`src/rtl/inst_sram_axi_rbridge.sv`:
```
// -----------------------------------------------------------------------------
// inst_sram_axi_rbridge
//
// Bridges the fetch stage's SRAM-like instruction request interface
// (req / addr_ok / data_ok) onto an AXI4 read-address / read-data channel
// pair. Only reads are carried on this path. Up to MAX_OUTSTANDING requests
// may be accepted before their data comes back. All requests share one AXI
// ID, so responses return in issue order and the returned word is passed
// straight through to fetch.
//
// Parameters
//   MAX_OUTSTANDING : accepted-but-not-returned request limit (1..3)
//   AXI_ID          : constant value driven on arid
//
// Ports
//   clk, resetn                 : clock, synchronous active-low reset
//   inst_sram_req/wr/size/addr  : fetch request (wstrb/wdata unused)
//   inst_sram_addr_ok           : request accepted this cycle
//   inst_sram_data_ok/rdata     : returned instruction word valid / value
//   ar*                         : AXI read-address channel (single beat)
//   r*                          : AXI read-data channel (rid/rresp/rlast unused)
// -----------------------------------------------------------------------------
module inst_sram_axi_rbridge #(
    parameter int         MAX_OUTSTANDING = 2,
    parameter logic [3:0] AXI_ID          = 4'd0
) (
    input  logic        clk,
    input  logic        resetn,

    input  logic        inst_sram_req,
    input  logic        inst_sram_wr,
    input  logic [1:0]  inst_sram_size,
    input  logic [3:0]  inst_sram_wstrb,
    input  logic [31:0] inst_sram_addr,
    input  logic [31:0] inst_sram_wdata,
    output logic        inst_sram_addr_ok,
    output logic        inst_sram_data_ok,
    output logic [31:0] inst_sram_rdata,

    output logic [3:0]  arid,
    output logic [31:0] araddr,
    output logic [7:0]  arlen,
    output logic [2:0]  arsize,
    output logic [1:0]  arburst,
    output logic [1:0]  arlock,
    output logic [3:0]  arcache,
    output logic [2:0]  arprot,
    output logic        arvalid,
    input  logic        arready,

    input  logic [3:0]  rid,
    input  logic [31:0] rdata,
    input  logic [1:0]  rresp,
    input  logic        rlast,
    input  logic        rvalid,
    output logic        rready
);

    // Outstanding limit at the counter's width. The counter is 2 bits, which
    // is why the limit is confined to 1..3.
    localparam logic [1:0] CNT_MAX = 2'(MAX_OUTSTANDING);

    typedef enum logic {
        IDLE    = 1'b0,
        AR_WAIT = 1'b1
    } state_t;

    state_t      state;
    state_t      state_next;
    logic [1:0]  cnt;
    logic [1:0]  cnt_next;
    logic [31:0] araddr_q;
    logic [1:0]  arsize_q;
    logic        addr_ok;
    logic        data_ok;
    logic        ar_fire;

    // Fields that the read-only, single-ID, single-beat protocol does not
    // need. They are reduced into one signal so that they stay visibly
    // consumed.
    logic unused_inputs;
    assign unused_inputs = ^{inst_sram_wstrb, inst_sram_wdata, rid, rresp, rlast};

    assign ar_fire = arvalid & arready;

    // State register. A reset throws away any AR still waiting for its
    // handshake. The slave is reset at the same time, so nothing is left
    // to wait for.
    always_ff @(posedge clk) begin
        if (!resetn) begin
            state <= IDLE;
        end else begin
            state <= state_next;
        end
    end

    // Next-state logic. An accepted request always spends at least one
    // cycle in AR_WAIT. As a result, back-to-back accepts are spaced two
    // cycles apart even when arready is held high.
    always_comb begin
        state_next = state;
        case (state)
            IDLE:    if (addr_ok) state_next = AR_WAIT;
            AR_WAIT: if (ar_fire) state_next = IDLE;
            default: state_next = IDLE;
        endcase
    end

    // Output logic. Acceptance compares against the registered count. This
    // means a data_ok arriving while full cannot open the gate in that same
    // cycle. A write request is never accepted.
    always_comb begin
        addr_ok = 1'b0;
        arvalid = 1'b0;
        case (state)
            IDLE:    addr_ok = inst_sram_req & ~inst_sram_wr & (cnt < CNT_MAX);
            AR_WAIT: arvalid = 1'b1;
            default: begin
                addr_ok = 1'b0;
                arvalid = 1'b0;
            end
        endcase
    end

    // Read data is only taken while a request is outstanding. Any beat that
    // arrives with nothing pending is left unacknowledged.
    assign rready  = (cnt != 2'd0);
    assign data_ok = rvalid & rready;

    // Outstanding counter. A simultaneous accept and return cancel out.
    // The gating on addr_ok and rready keeps the count inside 0..CNT_MAX.
    always_comb begin
        cnt_next = cnt;
        case ({addr_ok, data_ok})
            2'b10:   cnt_next = cnt + 2'd1;
            2'b01:   cnt_next = cnt - 2'd1;
            default: cnt_next = cnt;
        endcase
    end

    always_ff @(posedge clk) begin
        if (!resetn) begin
            cnt <= 2'd0;
        end else begin
            cnt <= cnt_next;
        end
    end

    // Address and size are captured only in the accept cycle. They then
    // stay frozen through AR_WAIT, because AXI forbids changing them while
    // arvalid waits for arready. Fetch may change its request freely in the
    // meantime.
    always_ff @(posedge clk) begin
        if (!resetn) begin
            araddr_q <= 32'd0;
            arsize_q <= 2'd0;
        end else if (addr_ok) begin
            araddr_q <= inst_sram_addr;
            arsize_q <= inst_sram_size;
        end
    end

    assign inst_sram_addr_ok = addr_ok;
    assign inst_sram_data_ok = data_ok;
    assign inst_sram_rdata   = rdata;

    assign arid    = AXI_ID;
    assign araddr  = araddr_q;
    assign arlen   = 8'd0;
    assign arsize  = {1'b0, arsize_q};
    assign arburst = 2'b01;
    assign arlock  = 2'd0;
    assign arcache = 4'd0;
    assign arprot  = 3'd0;

endmodule
```
`config.mk`:
```
export PLATFORM = sky130hd
export DESIGN_NAME = inst_sram_axi_rbridge
export DESIGN_NICKNAME = d
export VERILOG_FILES = /design/src/rtl/inst_sram_axi_rbridge.sv
export SDC_FILE = /design/constraint.sdc
export NUM_CORES = 1
export LEC_CHECK = 0
export ABC_AREA = 1
export BUFFER_PORTS_ARGS = -buffer_cell sky130_fd_sc_hd__buf_2
export CAP_MARGIN = 25
export CORE_MARGIN = 8
export CORE_UTILIZATION = 38
export CTS_BUF_LIST = sky130_fd_sc_hd__clkbuf_4 sky130_fd_sc_hd__clkbuf_8 sky130_fd_sc_hd__clkbuf_16
export CTS_CLUSTER_DIAMETER = 80
export DETAILED_ROUTE_END_ITERATION = 10
export HOLD_SLACK_MARGIN = 0.12
export PLACE_DENSITY = 0.92
export SYNTH_ARGS = -nofsm -noshare
export SYNTH_HDL_FRONTEND = slang
export SYNTH_SLANG_ARGS = --single-unit
```
`constraint.sdc`:
```
create_clock -name clk -period 2.3 [get_ports clk]
set_clock_uncertainty 0.2 [all_clocks]
set_input_delay 0.115 -clock clk [delete_from_list [all_inputs] [get_ports clk]]
set_output_delay 0.115 -clock clk [all_outputs]
set_load 0.01 [all_outputs]
```
==> results of run 1 <==
[flip-flops by register name (all words and copies together), names as in the netlist]
| signal | cells |
|---|---|
| araddr | 32 |
| arsize_q | 2 |
| state | 1 |
| cnt | 2 |
[area by class of cell]
cell class,count,area [µm²],share of cell area (%)
clock buffers,5,68.8,2.36
multi-input cells,179,841,28.8
well taps,70,87.6,3.00
flip-flops and latches,37,741,25.4
inverters,6,27.5,0.942
clock inverters,3,65.1,2.23
repair buffers,148,1090,37.3
[through the flow]
step	area [µm²]	instances	util [%]
after floorplan	2110	291	-
after global placement	2100	371	40.8
after detailed placement	2100	371	40.8
after CTS	2920	448	56.8
after global routing	2920	448	56.8
final	2920	448	56.8
[cell usage in the layout, fill, tap and decap left out, drive strengths merged, types with 2 or more instances in the layout]
cell type    Yosys  final
clkbuf           2      5
bufinv           0      2
dfxtp           37     37
conb             2     24
nor2            74     74
buf             67     79
nand2           40     40
nand3b          34     34
clkinv           1      2
inv              5      5
dlygate4sd3      0     69
[report_power, final]
part           total [mW]  switching, mW  internal [mW]
Combinational       0.507          0.277          0.230
Sequential          0.740         0.0370          0.703
Clock               0.659          0.228          0.431
Total                1.91          0.542           1.36
[how the worst max path moves through the flow]
stage                       from                end  depth (start not counted)
after floorplan           cnt[1]             cnt[1]                          8
after CTS                 cnt[1]  inst_sram_addr_ok                          4
after global routing      cnt[1]  inst_sram_addr_ok                          4
after detailed placement  cnt[1]             cnt[1]                          8
after global placement    cnt[1]             cnt[1]                          8
final                     cnt[1]  inst_sram_addr_ok                          4
[worst reg2reg max path, cell delays in order, from the launching register on]
cell	delay, ps
dfxtp_1	370
nor2_4	140
nand2_2	100
a21boi_0	170
dlygate4sd3_1	560
[layer usage]
metal	up-vias	track usage, %
li1	970	-
met1	892	15.8
met2	117	29.0
met3	13	4.60
met4	0	7.40
met5	-	0
[cells by family after synthesis]
| logic type | share of synthesized area (%) |
|---|---|
| adder cells (fa/ha/maj) | 0.617 |
| flip-flops | 36.5 |
| AND/OR/NAND/NOR | 35.2 |
| buffers and inverters | 26.0 |
| other | 0.371 |
| AO/OA/AOI/OAI | 1.23 |
==> flow_summary.yaml, run 1 <==
outcome:
  status: "completed"
timing:
  tns_ps: 0
  whs_ps: 168
  finalCriticalPeriod_ps: 1680
  setup_violations: 0
  tightestPinTransition_ps: 690
  rsz0062_at_grt: "no"
  relSlewSlack_pct: 54.0
  finalCritPeriodShare_pct: 72.9
  report.final.slew_viol_count: 0
  fmax_mhz: 597
  hold_viol_final: 0
  fin_ws_ps: 624
clock_network:
  cts_buffers: 5
  path_clk_slew_ps: 70
  cts.htree.levels: 2
  cts.repair.resized: 0
  cts-hold-fix-buffers: 69
  postCtsSetupBuffers: 0
  insertion_delay_ps: 280
  clock_sinks: 37
  clock-root-buffer: "clkbuf_8"
  clock_path_buffers: 2
  cts_tree: "done"
drt:
  drc: 0
  dr.first_iter.drc_count: 84
  routed.top_layer: "met4"
  dr_total_vias: 1992
  drt_first_pass_iters: 4
  via_per_inst: 4.45
  wl_met3_um: 679
  m1WireLength_um: 2490
  wl_met2_um: 3320
  wl_per_cell_um: 14.8
  antenna_left: 0
  wl_um: 6620
power_and_ir_drop:
  totalPowerFinal_mw: 1.91
  powerDensity_mw_per_mm2: 653
  leakage_nw: 1.45
  peakVddDrop_mv: 0.302
grt:
  antenna_found_initial: 0
  track_usage_pct: 15.7
  grt_pass1_wl_um: 9690
  grt_pass1_vias: 2001
  grt-ovfl-total: 0
  grt_max_degree: 38
synthesis:
  synthCells: 269
  synth_area_leader_cell: "dfxtp_1"
  synth-seq-cells: 37
  ys_top_cells_by_count: "72 x nor2_1, 56 x buf_4, 39 x nand2_1"
  synth_top_area_share_pct: 36.5
  yosys_warnings: 0
  syn_area_mm2: 0.00203
  synth-edff-count: 0
  ys.flop_type: "dfxtp_1"
  ys_seq_area_share_pct: 36.5
  async_reset_ff_share_pct: 0
  synth.distinct_cells: 21
  postSynthAreaPerCell_um2: 7.54
  synth_area_leaders: "dfxtp_1 37%, buf_4 21%, nor2_1 13%"
  synth.most_common_cell: "nor2_1"
critical_path:
  r2r_setup_slack_ps: 720
  cp.arrival_ps: 1360
  critPathBufInv: 2
  r2r-start: "cnt[1]"
  end_kind: "output port"
  startpoint_type: "flip-flop"
  cp.required_ps: 1990
  cp_max_fo: 35
  ff2ff_path_depth: 4
  path_cells: "nor2_4, nand2_2, clkinv_4, buf_2"
  crit_slowest_cell: "dfxtp_1"
  worstSetupPathType: "flip-flop to output port"
  reg2reg_to: "state"
  crit_family: "buffers and inverters"
  slowest_delay_ps: 440
floorplanning:
  num_rows: 26
  core-area_mm2: 0.00514
  die_w_um: 89.0
  design.die.area_mm2: 0.00793
  num_io_pins: 209
  start_util_pct: 39.4
  die_h_um: 89.0
cells_and_area:
  diodes: 0
  layout-drive-gt1-share_pct: 24.3
  nets: 493
  syn2layout_area_growth_pct: 44.1
  n_fill_cell: 450
placement:
  place_hpwl_um: 3520
  dp_slack_ps: 752
  portBuffers: 77
  gp_congestion: 0.656
hold_path:
  min_to: "cnt[0]"
  hold_start: "inst_sram_wr"
  min_path_cells: 5
  hp-class: "primary input to flip-flop"
job:
  max_cap_viol_count: 0
No activity file was read; power rests on OpenSTA's default activity.
==> run 2, diff against run 1 <==
ABC_AREA = 0   (was 1)
CORE_UTILIZATION = 35   (was 38)
PLACE_DENSITY = 0.87   (was 0.92)
clock period = 1.62 ns   (was 2.3 ns; I/O delays follow)
==> run 2 against run 1 <==
  * The flow now finishes with violations (negative setup slack)
  * Die area grew 4.7%
  * Final area grew 6.6%
  * Setup slack got worse by 910 ps
  * Non-clock buffer count rose by 12
  * Via count down 10%
  * Count of clock-buffer cells in the layout increased by 2
  * Cell count down 6.7%
  * Combinational power is 99% higher
==> flow_summary.yaml, run 2 <==
drt:
  drt_first_pass_iters: 4
  dr.first_iter.drc_count: 61
  antenna_left: 0
  wl_um: 6880
  dr_total_vias: 1792
  via_per_inst: 4.29
  drc: 0
  wl_per_cell_um: 16.5
outcome:
  violations: "negative setup slack"
  status: "finished, violations left"
clock_network:
  clock-root-buffer: "clkbuf_8"
  cts_buffers: 5
  insertion_delay_ps: 280
  cts_tree: "done"
  cts.htree.levels: 2
  clock_path_buffers: 2
  path_clk_slew_ps: 70
  clock_sinks: 37
cells_and_area:
  n_fill_cell: 471
  layout_common_cells: "76 x buf_2, 67 x dlygate4sd3_1, 61 x nand2_1"
  diodes: 0
  largest_reg_flops: 32
  final_common_cell: "buf_2"
  layout-drive-gt1-share_pct: 42.5
  stdcell_count: 418
  nets: 461
  syn2layout_area_growth_pct: 57.7
timing:
  finalCritPeriodShare_pct: 118
  rsz0062_at_grt: "yes"
  fin_ws_ps: -289
  relSlewSlack_pct: 65.1
  hold_viol_final: 0
  fmax_mhz: 524
  finalCriticalPeriod_ps: 1910
  setup_violations: 38
  tightestPinTransition_ps: 523
  report.final.slew_viol_count: 0
synthesis:
  yosys_warnings: 0
  postSynthAreaPerCell_um2: 8.93
  ys_top_cells_by_count: "68 x nand2_1, 56 x buf_4, 37 x dfxtp_1"
  syn_area_mm2: 0.00197
  synth-seq-cells: 37
  ys.flop_type: "dfxtp_1"
  synth_top_area_share_pct: 37.5
  synthCells: 221
  synth_area_leader_cell: "dfxtp_1"
  synth_area_leaders: "dfxtp_1 38%, buf_4 21%, a21boi_2 17%"
  synth.most_common_cell: "nand2_1"
  synth.distinct_cells: 19
  async_reset_ff_share_pct: 0
  synth-edff-count: 0
  ys_seq_area_share_pct: 37.5
grt:
  track_usage_pct: 14.8
  grt_pass1_vias: 2041
  grt_util_met3_pct: 8.97
  grt_pass1_wl_um: 10000
  grt_max_degree: 38
  antenna_found_initial: 0
  top_usage_layer: "met2"
  grt-ovfl-total: 0
  grt_util_met2_pct: 27.4
  met1_usage_pct: 12.4
critical_path:
  end_kind: "flip-flop"
  startpoint_type: "flip-flop"
  cp_max_fo: 4
  worstSetupPathType: "flip-flop to flip-flop"
  crit_start: "cnt[1]"
  cp.arrival_ps: 1920
  cp.required_ps: 1630
  r2r-start: "cnt[1]"
hold_path:
  hp-class: "primary input to flip-flop"
  hold_start: "resetn"
power_and_ir_drop:
  peakVddDrop_mv: 0.748
  leakage_nw: 1.41
  totalPowerFinal_mw: 2.78
  powerDensity_mw_per_mm2: 892
placement:
  dp.cells: 329
  gp_congestion: 0.614
  portBuffers: 77
  place_hpwl_um: 3200
  dp_slack_ps: -419
floorplanning:
  start_util_pct: 36.1
  die_h_um: 91.1
  die_w_um: 91.1
  core-area_mm2: 0.00547
  num_io_pins: 209
  design.die.area_mm2: 0.00830
  num_rows: 27
job:
  max_cap_viol_count: 0
run 2: critical path, stage by stage, from the launching register on:
cell and delay, ps:
dfxtp_2 340, or4b_4 550, ha_4 190, xnor2_2 130, or3_1 300, a21boi_1 130
run 2: area by class of cell:
type                    instances  area, µm²  share of cell area (%)
repair buffers                160       1270                    40.7
inverters                       1       30.0                   0.965
well taps                      72       90.1                    2.89
clock buffers                   7       96.3                    3.09
flip-flops and latches         37        742                    23.8
clock inverters                 1       5.00                   0.161
multi-input cells             138        850                    27.3
repair inverters                2       32.5                    1.05
run 2: worst paths after layout:
check | end | slack (ps) | cells past startpoint
worst min register to register | araddr[7] | 260 | 2
worst min-delay path | araddr[6] | 110 | 2
worst max register to register | cnt[1] | -290 | 5
worst max-delay path | cnt[1] | -290 | 5
run 2: kinds of logic (layout without fill, tap and decap cells):
family / Yosys count / count (layout) / share of synthesized area [%]
XOR/XNOR: 2 / 2 / 0.887
other: 2 / 24 / 0.380
AND/OR/NAND/NOR: 74 / 74 / 15.0
adder cells (fa/ha/maj): 1 / 1 / 0.634
flip-flops: 37 / 37 / 37.5
buffers and inverters: 68 / 171 / 26.1
AO/OA/AOI/OAI: 37 / 37 / 19.5
run 2: through the flow:
step                instance area [µm²]  setup TNS [ps]  util, %  hold WS, ps
global route                       3110           -9170     56.9          150
CTS                                2940           -4580     53.7          122
floorplan                          2080            -670        -         25.9
global placement                   2070          -10530     37.8        -37.9
finish                             3110           -7280     56.9          115
detailed placement                 2070          -12750     37.8        -37.9
run 2: metal layers:
metal	up-vias	share of wire, %
li1	860	-
met1	805	35
met2	113	52
met3	14	11
met4	0	1.9
met5	-	0
run 2: where the power goes:
part           switching, mW  internal, mW
logic                  0.484         0.530
clock network          0.333         0.385
registers             0.0461         0.998
total                  0.863          1.91
run 2: timing repair:
action / 4_1_cts / 5_1_grt
buffers inserted: 2 / 7
setup endpoints to repair: 38 / 38
resized for setup: 9 / 22
pin swaps: 1 / 0
hold buffers: 67 / 0
cloned: 1 / 4
hold endpoints to repair: 67 / 0
==> run 3, diff against run 2 <==
SETUP_SLACK_MARGIN = 0.4   (was unset)
==> run 3 against run 2 <==
  * Flip-flop and latch count is the same
  * Maximum frequency is 1.3% lower
  * The flow still finishes with violations (negative setup slack)
  * Combinational power up 19%
  * Utilization is 3.6 points higher
  * Setup slack worse by 25 ps
  * Power grew 5.3%
  * Non-clock buffer count up 1
  * Register-to-register slack worse by 20 ps
  * Routed wire length up 2.0%
  * Critical path depth unchanged
==> flow_summary.yaml, run 3 (synthesis results as in run 2) <==
outcome:
  status: "finished, violations left"
  violations: "negative setup slack"
placement:
  portBuffers: 77
  place_hpwl_um: 3230
  place_area_mm2: 0.00207
  gp_congestion: 0.663
  dp_slack_ps: -361
drt:
  wl_per_cell_um: 16.7
  dr.first_iter.drc_count: 36
  via_per_inst: 4.38
  drc: 0
  antenna_left: 0
  dr_total_vias: 1834
  wl_um: 7020
  drt_first_pass_iters: 4
floorplanning:
  core-area_mm2: 0.00547
  num_rows: 27
  design.die.area_mm2: 0.00830
  die_w_um: 91.1
  die_h_um: 91.1
  num_io_pins: 209
  start_util_pct: 36.1
timing:
  report.final.slew_viol_count: 0
  fmax_mhz: 517
  rsz0062_at_grt: "yes"
  fin_ws_ps: -314
  hold_viol_final: 0
  relSlewSlack_pct: 62.7
  setup_violations: 38
  finalCritPeriodShare_pct: 119
  tightestPinTransition_ps: 559
  finalCriticalPeriod_ps: 1930
  tns_ps: -6260
grt:
  grt_pass1_wl_um: 10900
  track_usage_pct: 15.9
  grt_pass1_vias: 2162
  grt_max_degree: 38
  grt-ovfl-total: 0
  antenna_found_initial: 0
clock_network:
  cts_tree: "done"
  clock_path_buffers: 2
  insertion_delay_ps: 280
  path_clk_slew_ps: 70
  clock-root-buffer: "clkbuf_8"
  cts.htree.levels: 2
  clock_sinks: 37
  cts_buffers: 5
hold_path:
  hold_start: "resetn"
  hp-class: "primary input to flip-flop"
cells_and_area:
  syn2layout_area_growth_pct: 67.6
  fin_area_mm2: 0.00331
  final_common_cell: "buf_2"
  nets: 463
  diodes: 0
  seqCellArea_um2: 742
  layout_common_cells: "74 x buf_2, 67 x dlygate4sd3_1, 41 x nand2_1"
  largest_reg_flops: 32
  multi_input_area_um2: 985
  n_fill_cell: 450
  utilization_pct: 60.5
  layout-drive-gt1-share_pct: 48.7
power_and_ir_drop:
  peakVddDrop_mv: 0.626
  powerDensity_mw_per_mm2: 883
  leakage_nw: 1.51
  totalPowerFinal_mw: 2.92
critical_path:
  end_kind: "flip-flop"
  cp.required_ps: 1630
  worstSetupPathType: "flip-flop to flip-flop"
  cp_max_fo: 3
  startpoint_type: "flip-flop"
  crit_start: "cnt[1]"
  cp.arrival_ps: 1940
  r2r-start: "cnt[1]"
job:
  max_cap_viol_count: 0
-- run 3: final cells by class --
type	count	share of cell area, %
multi-input combinational	138	29.8
sequential	37	22.4
tap	72	2.72
timing repair buffer	161	40.4
inverter	1	0.907
clock buffer	6	2.50
clock inverter	1	0.227
timing repair inverter	3	1.10
-- run 3: what timing repair did --
| item | in CTS | in global routing |
|---|---|---|
| cloned | 3 | 3 |
| pin swaps | 33 | 4 |
| hold endpoints to repair | 67 | 0 |
| gates resized for setup | 52 | 21 |
| setup buffers | 6 | 4 |
| setup endpoints to repair | 40 | 40 |
| hold buffers | 67 | 0 |
-- run 3: critical path, cell delays in order, from the launching register on --
cell and delay (ps):
dfxtp_2 330, or4b_4 560, ha_4 190, xnor2_2 130, or3_1 310, a21boi_1 140
-- run 3: metal layers --
layer | part of all wire, % | GRT usage, % | wire length (µm)
met5 | 0 | 0 | 0
met4 | 2.2 | 6.00 | 156
met3 | 11 | 8.97 | 793
met2 | 52 | 29.7 | 3670
met1 | 34 | 13.8 | 2390
-- run 3: through the flow --
stage,hold WS (ps),instances
after floorplan,25.9,243
after global placement,-37.9,329
final,138,419
after global routing,167,419
after detailed placement,-37.9,329
after CTS,121,412
-- run 3: final timing paths --
| kind | endpoint | slack, ps | depth (start not counted) |
|---|---|---|---|
| min reg2reg | araddr[9] | 250 | 2 |
| max reg2reg | cnt[1] | -310 | 5 |
| min | araddr[7] | 140 | 2 |
| max | cnt[1] | -310 | 5 |
-- run 3: power by group --
group / internal, mW / switching [mW]
Combinational: 0.663 / 0.540
Sequential: 0.998 / 0.0627
Clock: 0.336 / 0.322
Total: 2.00 / 0.924
